$ cat src/rtl/ascon128a_frame_loader_pkg.sv
// Shared constants for the Ascon-128a frame loader: FSM states, field indices,
// counter widths and the 32-bit lane insertion helper.
package ascon128a_loader_pkg;

  localparam int WORD_W        = 32;
  localparam int WORDS_PER_JOB = 16;
  localparam int WC_W          = 4;
  localparam int WAIT_W        = 16;

  typedef enum logic [1:0] {
    ST_LOAD  = 2'd0,
    ST_START = 2'd1,
    ST_WAIT  = 2'd2,
    ST_HOLD  = 2'd3
  } state_t;

  localparam logic [1:0] F_SK = 2'd0;
  localparam logic [1:0] F_N  = 2'd1;
  localparam logic [1:0] F_A  = 2'd2;
  localparam logic [1:0] F_P  = 2'd3;

  // Lane 3 is bits [127:96], so the first word of a field is its MSW.
  function automatic logic [127:0] put_lane(input logic [127:0] cur,
                                            input logic [1:0] lane,
                                            input logic [WORD_W-1:0] w);
    logic [127:0] r;
    r = cur;
    r[lane*32 +: 32] = w;
    return r;
  endfunction

endpackage

$ cat src/rtl/ascon128a_frame_loader_packer.sv
// ascon_word_packer: writes one 32-bit word into SK/N/A/P selected by the
// 4-bit word index (field = idx/4, lane = 3 - idx%4).
module ascon_word_packer
  import ascon128a_loader_pkg::*;
(
  input  logic              clk,
  input  logic              rst,
  input  logic              we,
  input  logic [WC_W-1:0]   idx,
  input  logic [WORD_W-1:0] data,
  output logic [127:0]      sk,
  output logic [127:0]      n,
  output logic [127:0]      a,
  output logic [127:0]      p
);

  logic [1:0] field;
  logic [1:0] lane;

  assign field = idx[3:2];
  assign lane  = 2'd3 - idx[1:0];

  always_ff @(posedge clk or posedge rst) begin
    if (rst) begin
      sk <= 128'd0;
      n  <= 128'd0;
      a  <= 128'd0;
      p  <= 128'd0;
    end else if (we) begin
      case (field)
        F_SK:    sk <= put_lane(sk, lane, data);
        F_N:     n  <= put_lane(n, lane, data);
        F_A:     a  <= put_lane(a, lane, data);
        F_P:     p  <= put_lane(p, lane, data);
        default: sk <= sk;
      endcase
    end
  end

endmodule

$ cat src/rtl/ascon128a_frame_loader.sv
// Frame loader around the one-block Ascon-128a core: assembles SK/N/A/P from a
// 32-bit stream, waits CORE_CYCLES, captures C/T. Option: ASCON_LOADER_KEY_REUSE_EN.
module ascon128a_frame_loader
  import ascon128a_loader_pkg::*;
#(
  parameter int CORE_CYCLES = 45
) (
  input  logic              CLK,
  input  logic              RST,
`ifdef ASCON_LOADER_KEY_REUSE_EN
  input  logic              key_keep,
`endif
  input  logic [WORD_W-1:0] in_data,
  input  logic              in_valid,
  output logic              in_ready,
  output logic [127:0]      SK,
  output logic [127:0]      N,
  output logic [127:0]      A,
  output logic [127:0]      P,
  output logic              ld_start,
  input  logic [127:0]      C_core,
  input  logic [127:0]      T_core,
  output logic              res_valid,
  input  logic              res_ready,
  output logic [127:0]      C_out,
  output logic [127:0]      T_out,
  output logic              busy
);

  state_t            state;
  state_t            next_state;
  logic [WC_W-1:0]   wc;
  logic [WC_W-1:0]   widx;
  logic [WAIT_W-1:0] wait_cnt;
  logic              accept;
  logic              skip_key;
  logic              last_word;
  logic              wait_done;

  assign accept = in_valid & in_ready;

`ifdef ASCON_LOADER_KEY_REUSE_EN
  // Word 0 with key_keep set is redirected to N's MSW, leaving SK untouched.
  assign skip_key = key_keep && (wc == 4'd0);
`else
  assign skip_key = 1'b0;
`endif

  assign widx      = skip_key ? 4'd4 : wc;
  assign last_word = (widx == WC_W'(WORDS_PER_JOB - 1));
  assign wait_done = (wait_cnt == WAIT_W'(CORE_CYCLES - 1));

  ascon_word_packer u_packer (
    .clk  (CLK),
    .rst  (RST),
    .we   (accept),
    .idx  (widx),
    .data (in_data),
    .sk   (SK),
    .n    (N),
    .a    (A),
    .p    (P)
  );

  always_comb begin
    next_state = state;
    case (state)
      ST_LOAD: begin
        if (accept && last_word) next_state = ST_START;
        else                     next_state = ST_LOAD;
      end
      ST_START: next_state = ST_WAIT;
      ST_WAIT: begin
        if (wait_done) next_state = ST_HOLD;
        else           next_state = ST_WAIT;
      end
      ST_HOLD: begin
        if (res_valid && res_ready) next_state = ST_LOAD;
        else                        next_state = ST_HOLD;
      end
      default: next_state = ST_LOAD;
    endcase
  end

  // Handshake/status outputs are registered copies of the next state.
  always_ff @(posedge CLK or posedge RST) begin
    if (RST) begin
      state     <= ST_LOAD;
      in_ready  <= 1'b0;
      ld_start  <= 1'b0;
      res_valid <= 1'b0;
      busy      <= 1'b0;
    end else begin
      state     <= next_state;
      in_ready  <= (next_state == ST_LOAD);
      ld_start  <= (next_state == ST_START);
      res_valid <= (next_state == ST_HOLD);
      busy      <= (next_state != ST_LOAD);
    end
  end

  always_ff @(posedge CLK or posedge RST) begin
    if (RST) begin
      wc       <= 4'd0;
      wait_cnt <= {WAIT_W{1'b0}};
      C_out    <= 128'd0;
      T_out    <= 128'd0;
    end else begin
      if (accept) wc <= widx + 4'd1;
      if (state == ST_START) wait_cnt <= {WAIT_W{1'b0}};
      else if (state == ST_WAIT) wait_cnt <= wait_cnt + 16'd1;
      if (state == ST_WAIT && wait_done) begin
        C_out <= C_core;
        T_out <= T_core;
      end
    end
  end

endmodule
$ cat config.mk
export PLATFORM = sky130hd
export DESIGN_NAME = ascon128a_frame_loader
export DESIGN_NICKNAME = d
export VERILOG_FILES = /design/src/rtl/ascon128a_frame_loader_pkg.sv /design/src/rtl/ascon128a_frame_loader_packer.sv /design/src/rtl/ascon128a_frame_loader.sv
export SDC_FILE = /design/constraint.sdc
export NUM_CORES = 1
export LEC_CHECK = 0
export ABC_AREA = 1
export ABC_CLOCK_PERIOD_IN_PS = 23200
export BUFFER_PORTS_ARGS = -buffer_cell sky130_fd_sc_hd__buf_2
export CAP_MARGIN = 20
export CORE_AREA = 2 2 416 418
export CTS_BUF_LIST = sky130_fd_sc_hd__clkbuf_4 sky130_fd_sc_hd__clkbuf_8
export CTS_CLUSTER_SIZE = 10
export DETAILED_ROUTE_END_ITERATION = 12
export DIE_AREA = 0 0 418 420
export SLEW_MARGIN = 10
export SYNTH_ARGS = -nofsm -noshare
export SYNTH_HDL_FRONTEND = slang
export SYNTH_HIERARCHICAL = 1
export SYNTH_SLANG_ARGS = --single-unit
$ cat constraint.sdc
create_clock -name CLK -period 23.2 [get_ports CLK]
set_clock_uncertainty 0.05 [all_clocks]
set_input_delay 3.48 -clock CLK [delete_from_list [all_inputs] [get_ports CLK]]
set_output_delay 3.48 -clock CLK [all_outputs]
set_load 0.005 [all_outputs]
==> summary.md, run 1 <==
| Metric | Value |
|---|---|
| Status | finished clean |
| Syn Area/Cell | 8.75 sq um |
| CP Launch Type | primary input |
| Worst EP arrival | approximately 7400 ps |
| RSZ-0062 raised after global routing | no |
| Setup tns final | 0 ps |
| Power, Total | around 4200 uW |
| Yosys warns | 6 |
| Wire length per cell | 21.0 um |
| Drt pass-1 iters | 7 |
| Met1 WL | a little under 60000 um |
| Standby leakage power | roughly 0.023 uW |
| Die area | around 0.18 sq mm |
| Initial antenna violation count | 31 |
| Count leader, synth | nand2_1 |
| EDFF count, synth | 0 |
| GRT Resource Usage Total | between 10% and 20% |
| Final period utilization | between 20% and 30% |
| Core ar. | 0.171 sq mm |
| Max FO, Critical Path | 127 |
| Die W | roughly 420 um |
| Yosys top cell area share | 63.0% |
| Cell Rows | between 150 and 200 |
| Clock Tree Buf Depth | 3 |
| Register area | about 0.020 sq mm |
| WL met2 | approximately 72000 um |
| Die Y | ~420 um |
| Ports | 1064 |
| Clk slew on worst S/H paths | about 50 ps |
| FILL cells | roughly 19000 |
| Worst hold path type | flop to flop |
| Max Cap Viol | 0 |
| FMAX | ~0.15 GHz |
| Resized Gates After CTS | 0 |
| Flop2flop setup slack | approximately 19000 ps |
| Hold Slack | a little over 400 ps |
| Slew Limit Headroom | between 20% and 30% |
| Root Driver | clkbuf_8 |
| Net Count, Synth | between 3000 and 4000 |
| Netlist cell types | 23 |
| Endpoints failing setup | 0 |
| Synth Instances | 3601 |
| Critical R2R Launch | state[0] |
| Area of the multi-input gates | 0.0104 sq mm |
| Synthesized area | approximately 0.032 sq mm |
| Setup bufs post-CTS | 0 |
| GRT Residual Overflow | 0 |
| TritonCTS clock tree | yes |
| Crit end category | async pin |
| Post-synth top area cell | dfrtp_1 |
| Power per Cell Area | 99.3 mW/mm^2 |
| Largest cells by area after synthesis | dfrtp_1, nand2_1, nand3_1 |
| Max Slew Vio Count | 0 |
| GPL Wtd Cong | 0.874 |
| H-tree depth | 4 |
| CTS buffer count | between 100 and 150 |
| #FFs+latches synth | just under 800 |
| Hold Path End | T_out[82] |
| Max rail drop VDD | around 0.000075 V |
| DR DRC count | 0 |
| Worst Hold Launch | T_out[82] |
| Fin util | roughly 25% |
| Fin nets | 4945 |
| CTS Sinks | 794 |
| Vias per std cell | ~4.2 |
| Port bufs | roughly 1100 |
| Pin count of the biggest net entering global routing | ~170 |
| Vias in the first global route | 27592 |
| Critical path required time | 24090 ps |
| Reg2Reg Depth | 11 |
| Area added between synthesis and finish | 33.2% |
| Worst-Skew Late Latency | roughly 900 ps |
| Asr flop ratio synth | 100% |
| First-pass GRT wire length | 201000 um |
| Synth Flop Type | dfrtp_1 |
| Vias | around 29000 |
| Hold Path Depth | 2 |
| Seq/Total Area, Yosys | 63.0% |
| DR top layer | met5 |
| Dpl hpwl | between 100000 and 150000 um |
| Capturing point of the worst reg2reg path | C_out[106] |
| Hold-fix buffer count after cts | 0 |
| Final hold vios | 0 |
| Met3 WL post-DR | approximately 10000 um |
| Total wire length | 146000 um |
| Slew @ Worst Pin | between 1000 and 1500 ps |
| Commonest cells post-synth | nand2_1, dfrtp_1, nand3_1 |
| Layout cell share with drive strength beyond 1 | 29.2% |
| Iteration-0 DRC Markers | around 2700 |
| Initial Util | 18.4% |
| Setup CP Type | primary input to async pin |
| Antenna Nets Post-Route | 0 |
| Post-layout min period | 6530 ps |
metrics by stage:
| stage | worst slack, ps | std cells | instance area, sq um |
|---|---|---|---|
| 2_1_floorplan | 5370 | 3601 | 31500 |
| 3_3_place_gp | 15640 | 6727 | 39000 |
| 3_5_place_dp | 15560 | 6728 | 39000 |
| 4_1_cts | 16570 | 6970 | 41900 |
| 5_1_grt | 16030 | 6983 | 42000 |
| 6_report | 16670 | 6983 | 42000 |
area by class of cell:
type                    instances  share of cell area (%)
repair buffers               1106                    13.6
flip-flops and latches        794                    47.3
diodes                         12                  0.0715
inverters                      68                   0.644
multi-input cells            2528                    24.7
clock buffers                 212                    6.31
well taps                    2233                    6.65
clock inverters                30                   0.721
placed cells by master (no fill, tap or decap), types with 16 or more instances in the layout:
cell type  netlist  layout
inv_1           55      49
buf_4            6      39
o21ai_0        136     136
nand3_1        322     320
clkbuf_8         0     169
o21ai_1         26      26
inv_2           13      16
buf_2          113    1063
dfrtp_1        794     793
nor2_1         144     144
clkbuf_4         0      43
nand2_1       1851    1849
per-layer routing:
layer	vias to the layer above	track usage, %
li1	13347	-
met1	14466	19.4
met2	1354	26.3
met3	276	3.61
met4	14	7.15
met5	-	0
worst max-delay path, cell delays in order:
cell and delay, ps:
buf_2 160, inv_8 610, buf_4 810, buf_4 750, buf_4 680, buf_4 680
report_power, final:
part	internal [uW]	switching (uW)
logic	305	763
registers	1580	134
clock network	750	638
total	2630	1540
flip-flops by register name, summed over array words and instances (netlist names):
| register | flops |
|---|---|
| u_packer/n | 128 |
| u_packer/sk | 128 |
| busy | 1 |
| u_packer/a | 128 |
| res_valid | 1 |
| C_out | 128 |
| in_ready | 1 |
| wc | 4 |
| T_out | 128 |
| u_packer/p | 128 |
| state | 2 |
| wait_cnt | 16 |
| ld_start | 1 |
worst max path at each step:
stage               start               to  slack, ps  depth (start not counted)
floorplan             RST    u_packer/a[0]       5370                          1
global placement      RST   u_packer/n[25]      15640                          6
detailed placement    RST   u_packer/n[26]      15560                          6
CTS                   RST   u_packer/a[25]      16570                          6
global route          RST  u_packer/sk[27]      16030                          6
finish                RST  u_packer/sk[27]      16670                          6
cells by family after synthesis:
family / share of synthesized area [%]
buffers and inverters: 4.20
AO/OA/AOI/OAI: 2.75
XOR/XNOR: 0.0834
adder cells (fa/ha/maj): 0.476
AND/OR/NAND/NOR: 29.5
flip-flops: 63.0
Power figures use the tool's default switching activity.
==> inputs of run 2 (changes only) <==
--- a/config.mk
+++ b/config.mk
@@ -6,7 +6,7 @@
 export NUM_CORES = 1
 export LEC_CHECK = 0
 export ABC_AREA = 1
-export ABC_CLOCK_PERIOD_IN_PS = 23200
+export ABC_CLOCK_PERIOD_IN_PS = 5950
 export BUFFER_PORTS_ARGS = -buffer_cell sky130_fd_sc_hd__buf_2
 export CAP_MARGIN = 20
 export CORE_AREA = 2 2 416 418
==> constraint.sdc (replaced) <==
create_clock -name CLK -period 5.95 [get_ports CLK]
set_clock_uncertainty 0.05 [all_clocks]
set_input_delay 0.8925 -clock CLK [delete_from_list [all_inputs] [get_ports CLK]]
set_output_delay 0.8925 -clock CLK [all_outputs]
set_load 0.005 [all_outputs]
==> run 2 against run 1 <==
  * Utilization up 0.12 points
  * Sequential power rose to 3.9 times the previous value
  * Sequential share of layout area down 0.23 points
  * Via count down 0.47%
  * Highest routed layer unchanged
==> summary.md, run 2 (same netlist as run 1, synthesis figures left out) <==
| Metric | Value |
|---|---|
| Area of the multi-input gates | 0.0104 sq mm (unchanged) |
| Register area | 0.0199 sq mm (unchanged) |
| Critical path buffers and inverters | 2 (-4) |
| RSZ-0062 raised after global routing | no |
| DR top layer | met5 |
| Crit end category | flop |
| CTS Sinks | 794 (unchanged) |
| Fin util | 24.7% (+0.12 points) |
| Port bufs | 1063 (unchanged) |
| Setup CP Type | flop to flop |
| Max Slew Vio Count | 0 (unchanged) |
| FMAX | ~0.26 GHz |
| Clock Tree Buf Depth | 3 (unchanged) |
| Final hold vios | 0 (unchanged) |
| Commonest non-fill, non-tap cells in the layout | nand2_1, buf_2, dfrtp_1 |
| Met3 WL post-DR | 11600 um (+11%) |
| Flop2flop setup slack | 2100 ps (-16840 ps) |
| CTS buffer count | 148 (+3.5%) |
| H-tree depth | 4 (unchanged) |
| Reg2Reg Depth | 6 (-5) |
| CP Launch Type | flop |
| Layout cell share with drive strength beyond 1 | 29.5% (+0.22 points) |
| Die area | 0.176 sq mm (unchanged) |
| CP delay by family, top | simple AND/OR/NAND/NOR gates |
| Vias | 29319 (-0.47%) |
| GRT Residual Overflow | 0 (unchanged) |
| Standby leakage power | 0.0226 uW (+0.36%) |
| Setup bufs post-CTS | 0 (unchanged) |
| Most common cell after layout, fill and taps aside | nand2_1 |
| Worst-Skew Late Latency | 890 ps (about the same) |
| Hold Path End | T_out[38] |
| Initial Util | 18.4% (unchanged) |
| TritonCTS clock tree | yes |
| Wire length per cell | 21.1 um (+0.55%) |
| Die Y | 420 um (unchanged) |
| First-pass GRT wire length | 203000 um (+0.69%) |
| Worst Hold Launch | T_core[38] |
| Total wire length | 148000 um (+0.78%) |
| Root Driver | clkbuf_8 |
| Status | finished clean |
| CP max-delay cell | nor2_2 |
| Slew Limit Headroom | 16.8% (-12 points) |
| Antenna Nets Post-Route | 0 (unchanged) |
| Final period utilization | between 60% and 70% |
| CP cell instances | inv_1 > ha_1 > inv_2 > nor2_2 > nand2_1 > o21ai_0 |
| Hold-fix buffer count after cts | 0 (unchanged) |
| Power per Cell Area | 388 mW/mm^2 (+290%) |
| Met1 WL | 56400 um (-2.3%) |
| GPL Wtd Cong | 0.880 (+0.71%) |
| Max rail drop VDD | 0.000321 V (+330%) |
| Dpl hpwl | 110000 um (+0.87%) |
| Worst hold path type | primary input to flop |
| Ports | 1064 (unchanged) |
| Die W | 418 um (unchanged) |
| WL met2 | 73100 um (+0.99%) |
| Slowest stage delay, CP | 1040 ps (+230 ps) |
| Slew @ Worst Pin | 1250 ps (+181 ps) |
| Vias in the first global route | 27876 (+1.0%) |
| Hold Path Depth | 3 (+1) |
| Post-layout min period | 3850 ps |
| Fin nets | 4953 (+0.16%) |
| GRT Resource Usage Total | 16.0% (+0.15 points) |
| Power, Total | 16400 uW (+290%) |
| DR DRC count | 0 (unchanged) |
| Core ar. | 0.171 sq mm (unchanged) |
| Max FO, Critical Path | 33 (-74%) |
| Drt pass-1 iters | 6 (-1) |
| FILL cells | 18547 (-0.59%) |
| Clk slew on worst S/H paths | 60 ps (about the same) |
| Area added between synthesis and finish | 33.8% |
| Capturing point of the worst reg2reg path | u_packer/p[39] |
| Cell Rows | 152 (unchanged) |
| Worst EP arrival | 4590 ps (-2820 ps) |
| Critical R2R Launch | wc[1] |
| Endpoints failing setup | 0 (unchanged) |
| Critical path required time | 6690 ps (-17400 ps) |
| Initial antenna violation count | 19 (-39%) |
| Max Cap Viol | 0 (unchanged) |
| Iteration-0 DRC Markers | 2371 (-11%) |
| Resized Gates After CTS | 0 (unchanged) |
| Vias per std cell | 4.19 (-0.70%) |
| Pin count of the biggest net entering global routing | 178 (+6.0%) |
## run 2: final cells by class
cell class | count | share of cell area [%]
antenna | 16 | 0.0949
clock buffer | 219 | 6.54
clock inverter | 32 | 0.813
inverter | 68 | 0.623
multi-input combinational | 2528 | 24.6
sequential | 794 | 47.1
tap | 2233 | 6.62
timing repair buffer | 1109 | 13.7
## run 2: tightest hold or removal path: cells and delay by family
family,cells,cell delay (ps)
buffers and inverters,1,80
and+or+nand+nor,2,120
## run 2: per-stage QoR
step	worst slack, ps	instances	hold slack (ps)	cell area [sq um]	setup TNS [ps]
2_1_floorplan	-1940	3601	415	31500	-995750
3_5_place_dp	2230	6730	403	39000	0
3_3_place_gp	2320	6729	398	39000	0
5_1_grt	1940	6990	99.1	42200	0
6_report	2100	6999	178	42200	0
4_1_cts	2190	6981	35.6	42100	0
## run 2: power by group
group / total, uW / switching, uW / internal, uW
logic: 4090 / 2940 / 1150
clock network: 5650 / 2500 / 3150
registers: 6650 / 488 / 6160
## run 2: worst max-delay path by stage
| stage | startpoint | to | slack [ps] | cells after the start |
|---|---|---|---|---|
| after floorplan | RST | u_packer/a[0] | -1940 | 1 |
| after global placement | wc[1] | u_packer/n[39] | 2320 | 6 |
| after detailed placement | wc[1] | u_packer/p[39] | 2230 | 6 |
| after CTS | wc[1] | u_packer/p[39] | 2190 | 6 |
| after global routing | wc[1] | u_packer/p[39] | 1940 | 6 |
| final | wc[1] | u_packer/p[39] | 2100 | 6 |
## run 2: metal layers
layer	up-vias	track usage, %
met4	6	7.58
li1	13401	-
met2	1389	26.9
met3	275	4.51
met5	-	0
met1	14248	18.7
